`src/rtl/compare_event_monitor_pkg.sv`:
```
// rtl/compare_event_monitor_pkg.sv - shared state encoding, run width and flag helper
package compare_event_monitor_pkg;

  localparam int RUN_W = 8;

  typedef enum logic [1:0] {
    IDLE   = 2'd0,
    ARM    = 2'd1,
    ALARM  = 2'd2,
    DISARM = 2'd3
  } state_e;

  // A comparator sample is only meaningful when exactly one of gt/eq/lt is set.
  function automatic logic is_one_hot(input logic a, input logic b, input logic c);
    return ({1'b0, a} + {1'b0, b} + {1'b0, c}) == 2'd1;
  endfunction

endpackage

```
`src/rtl/sat_counter.sv`:
```
// rtl/sat_counter.sv - saturating up-counter with synchronous clear
module sat_counter #(
  parameter int W = 8
) (
  input  logic         clk_i,
  input  logic         reset_i,
  input  logic         inc_i,
  input  logic         clr_i,
  output logic [W-1:0] count_o
);

  logic [W-1:0] count_q;
  logic [W-1:0] count_d;

  // clr beats inc, so an increment in the clearing cycle is dropped.
  always_comb begin
    count_d = count_q;
    if (clr_i) begin
      count_d = '0;
    end else if (inc_i && (count_q != {W{1'b1}})) begin
      count_d = count_q + W'(1);
    end
  end

  always_ff @(posedge clk_i) begin
    if (reset_i) begin
      count_q <= '0;
    end else begin
      count_q <= count_d;
    end
  end

  assign count_o = count_q;

endmodule

```
`src/rtl/compare_event_monitor.sv`:
```
// rtl/compare_event_monitor.sv - debounced gt/lt alarm with event count and illegal-flag detect
module compare_event_monitor
  import compare_event_monitor_pkg::*;
#(
  parameter int HOLD  = 4,
  parameter int CNT_W = 8
) (
  input  logic             clk,
  input  logic             reset,
  input  logic             valid,
  input  logic             x,
  input  logic             y,
  input  logic             z,
  input  logic             clr,
  output logic             alarm,
  output logic             rise,
  output logic             fall,
  output logic [CNT_W-1:0] event_cnt,
  output logic             err
);

  localparam logic [RUN_W-1:0] HOLD_V = RUN_W'(HOLD);

  state_e            state_q, state_d;
  logic [RUN_W-1:0]  run_q, run_d;
  logic [RUN_W-1:0]  run_inc;
  logic              alarm_q, alarm_d;
  logic              rise_q, rise_d;
  logic              fall_q, fall_d;
  logic              err_q, err_d;
  logic              enter_alarm;
  logic              legal;

  assign legal   = is_one_hot(x, y, z);
  assign run_inc = run_q + RUN_W'(1);

  // run is always 0 in IDLE and ALARM, so run_inc is 1 there and HOLD==1 falls out naturally.
  always_comb begin
    state_d     = state_q;
    run_d       = run_q;
    alarm_d     = alarm_q;
    rise_d      = 1'b0;
    fall_d      = 1'b0;
    err_d       = err_q;
    enter_alarm = 1'b0;
    if (valid && !legal) begin
      err_d = 1'b1;
    end else if (valid) begin
      unique case (state_q)
        IDLE, ARM: begin
          if (x) begin
            if (run_inc == HOLD_V) begin
              state_d     = ALARM;
              run_d       = '0;
              alarm_d     = 1'b1;
              rise_d      = 1'b1;
              enter_alarm = 1'b1;
            end else begin
              state_d = ARM;
              run_d   = run_inc;
            end
          end else begin
            state_d = IDLE;
            run_d   = '0;
          end
        end
        ALARM, DISARM: begin
          if (z) begin
            if (run_inc == HOLD_V) begin
              state_d = IDLE;
              run_d   = '0;
              alarm_d = 1'b0;
              fall_d  = 1'b1;
            end else begin
              state_d = DISARM;
              run_d   = run_inc;
            end
          end else if (x) begin
            state_d = ALARM;
            run_d   = '0;
          end
          // y while disarming holds state and run, biasing toward keeping the alarm.
        end
        default: begin
          state_d = IDLE;
          run_d   = '0;
        end
      endcase
    end
    if (clr) begin
      err_d = 1'b0;
    end
  end

  always_ff @(posedge clk) begin
    if (reset) begin
      state_q <= IDLE;
      run_q   <= '0;
      alarm_q <= 1'b0;
      rise_q  <= 1'b0;
      fall_q  <= 1'b0;
      err_q   <= 1'b0;
    end else begin
      state_q <= state_d;
      run_q   <= run_d;
      alarm_q <= alarm_d;
      rise_q  <= rise_d;
      fall_q  <= fall_d;
      err_q   <= err_d;
    end
  end

  sat_counter #(
    .W(CNT_W)
  ) u_event_cnt (
    .clk_i   (clk),
    .reset_i (reset),
    .inc_i   (enter_alarm),
    .clr_i   (clr),
    .count_o (event_cnt)
  );

  assign alarm = alarm_q;
  assign rise  = rise_q;
  assign fall  = fall_q;
  assign err   = err_q;

endmodule
```
`config.mk`:
```
export PLATFORM = sky130hd
export DESIGN_NAME = compare_event_monitor
export DESIGN_NICKNAME = d
export VERILOG_FILES = /design/src/rtl/compare_event_monitor_pkg.sv /design/src/rtl/sat_counter.sv /design/src/rtl/compare_event_monitor.sv
export SDC_FILE = /design/constraint.sdc
export NUM_CORES = 1
export LEC_CHECK = 0
export ABC_CLOCK_PERIOD_IN_PS = 4700
export BUFFER_PORTS_ARGS = -buffer_cell sky130_fd_sc_hd__buf_2
export CELL_PAD_IN_SITES_DETAIL_PLACEMENT = 1
export CELL_PAD_IN_SITES_GLOBAL_PLACEMENT = 2
export CORE_MARGIN = 2
export CORE_UTILIZATION = 35
export CTS_CLUSTER_SIZE = 8
export DETAILED_ROUTE_END_ITERATION = 16
export PLACE_DENSITY_LB_ADDON = 0.08
export SLEW_MARGIN = 10
export SYNTH_ARGS = -nofsm -noshare
export SYNTH_HDL_FRONTEND = slang
export SYNTH_SLANG_ARGS = --single-unit
```
`constraint.sdc`:
```
create_clock -name clk -period 4.7 [get_ports clk]
set_input_delay 1.41 -clock clk [delete_from_list [all_inputs] [get_ports clk]]
set_output_delay 1.41 -clock clk [all_outputs]
set_load 0.02 [all_outputs]
```
==> flow_summary.json <==
{
  "clockBufferDepth": 2,
  "postRouteAntennaNets": 0,
  "place_congestion": 0.6881,
  "setup-violations-final": 0,
  "grt_overflow_total": 0,
  "period_share_pct": 67.83,
  "grt_pass1_wl_um": 5085,
  "yosysSeqAreaShare_pct": 35.78,
  "initial_utilization_pct": 35.77,
  "final_cell_area_um2": 1326,
  "firstDrtPassIters": 4,
  "hpwlAfterDp_um": 2316,
  "min_path_type": "reg -> reg",
  "cp-end-kind": "register",
  "io-pin-count": 19,
  "clock.fmax_mhz": 313.7,
  "antenna_found_initial": 0,
  "cp.required_ns": 4.95,
  "cts.sinks": 21,
  "clk_latency_ns": 0.31,
  "drt_iter0_markers": 44,
  "slew_violations": 0,
  "io_buffers": 18,
  "clkTransAtPathRegs_ns": 0.13,
  "gr-usage-all-layers_pct": 17.43,
  "startpoint_type": "input port",
  "clock_skew_ns": 0.009425,
  "synth_cell_type_count": 39,
  "ys_ff_latch": 21,
  "ys_async_sr_fraction_pct": 0,
  "yosys_warnings": 0,
  "core_area_um2": 3284,
  "hold_violations": 0,
  "vias": 1129,
  "cts_setup_buffers": 0,
  "critPathKind": "in -> reg",
  "via_per_inst": 5.481,
  "p_per_area_nw_per_um2": 220.6,
  "cts_resized": 0,
  "postCtsHoldBufs": 0,
  "slew_headroom_pct": 54.35,
  "numCtsBuffers": 3,
  "h-tree-depth": 1,
  "detail_route.wl_per_cell_um": 14.68,
  "layout-drive-gt1-share_pct": 19.38,
  "synth-edff-count": 0,
  "synthCells": 142,
  "worstMarginPinSlew_ns": 0.6848,
  "power.static_leakage_nw": 0.4884,
  "n_antenna_cell": 0,
  "grt_pass1_vias": 1111,
  "syn_avg_cell_area_um2": 8.274,
  "dieWidth_um": 61.94,
  "final_cell_mix": "dfxtp_1, buf_2, a21oi_1",
  "worst-path-max-fanout": 11,
  "ir_drop_mv": 0.05992,
  "crit_arrival_ns": 3.44,
  "num-fill-cells": 414,
  "syn_nets": 154,
  "synth_ff_type": "dfxtp_1",
  "tns_ns": 0,
  "netlist_area_um2": 1175,
  "outcome": "finished, final reports clean",
  "cts_tree": "built",
  "cts-root-buf": "clkbuf_4",
  "placed_area_um2": 1300,
  "layout_commonest_cell": "dfxtp_1",
  "rsz0062_at_grt": "false",
  "layout.nets": 173,
  "drc": 0,
  "area_growth_pct": 12.89,
  "die_area_um2": 3836,
  "placementRows": 21,
  "layout_min_cycle_time_ns": 3.188,
  "grt_max_degree": 16,
  "max-cap-violations": 0,
  "wirelength_um": 3024,
  "die_h_um": 61.94
}
==> sequential cells by signal, summed over array words and instances, names as in the netlist <==
name                 count
alarm                    1
err                      1
fall                     1
rise                     1
run_q                    8
state_q                  1
u_event_cnt.count_o      8
==> logic make-up (layout without fill, tap and decap cells) <==
kind of cell / after synthesis / in the layout / synth area share [%]
simple gates: 64 / 64 / 31.74
compound gates: 42 / 42 / 22.26
flops: 21 / 21 / 35.78
buf+inv: 9 / 27 / 3.514
fa+ha+maj: 5 / 5 / 5.964
xor+xnor: 1 / 1 / 0.7456
==> power by group <==
part           leakage [nW]  total (W)  switching (W)  internal (W)
Sequential            0.169   0.000180     0.00000104      0.000179
Combinational         0.304  0.0000220      0.0000145    0.00000751
Clock                0.0150  0.0000907      0.0000576     0.0000331
==> area by class of cell <==
class,instances,area [µm²],share of cell area (%)
Inverter,5,18.77,1.415
Multi-Input combinational cell,112,713.2,53.77
Clock buffer,4,26.28,1.981
Timing Repair Buffer,18,90.09,6.792
Sequential cell,21,420.4,31.70
Tap cell,46,57.56,4.340
==> critical path, cell delays in order <==
cell	delay [ns]
buf_2	0.14
fa_1	0.53
nand3b_1	0.14
a21o_1	0.29
or2_2	0.35
or3_2	0.44
a21oi_1	0.14
==> routing by layer <==
layer  GRT usage [%]  share of wire [%]  vias to the layer above
li1                -                  -                      562
met1           22.04                 47                      552
met2           30.98                 50                       11
met3           2.484                1.5                        4
met4           4.559               0.96                        0
met5               0                  0                        -
==> synthesized netlist by cell type, drive strengths merged, types with 3 or more instances <==
cell type / number / share of area (%)
nand2: 8 / 2.6
inv: 5 / 1.6
or3: 8 / 4.4
a31oi: 5 / 2.7
clkbuf: 3 / 0.96
nand4: 4 / 2.1
nand3: 10 / 4.3
ha: 4 / 4.3
or2: 4 / 2.1
dfxtp: 21 / 36
a21oi: 16 / 6.8
and3: 4 / 2.2
o21ai: 11 / 4.7
nor3: 3 / 2.7
nor2: 11 / 3.5
==> final timing paths <==
| kind | start | endpoint | slack (ns) | cells past startpoint |
|---|---|---|---|---|
| setup / recovery | z | run_q[6] | 1.51 | 7 |
| hold / removal | err | err | 0.48 | 2 |
| setup reg to reg | run_q[0] | u_event_cnt.count_o[7] | 2.28 | 6 |
| hold reg to reg | err | err | 0.48 | 2 |
==> through the flow <==
step | util [%] | instances | worst slack, ns | hold WS [ns] | total power, W
CTS | 40.38 | 206 | 1.516 | 0.4943 | 0.0002982
floorplan | - | 142 | 1.490 | 0.4583 | 0.0001976
detailed placement | 39.58 | 202 | 1.169 | 0.4639 | 0.0002063
global placement | 39.58 | 202 | 1.213 | 0.4454 | 0.0002056
global route | 40.38 | 206 | 1.406 | 0.5387 | 0.0003093
finish | 40.38 | 206 | 1.512 | 0.4823 | 0.0002926
No activity file was read; power rests on OpenSTA's default activity.
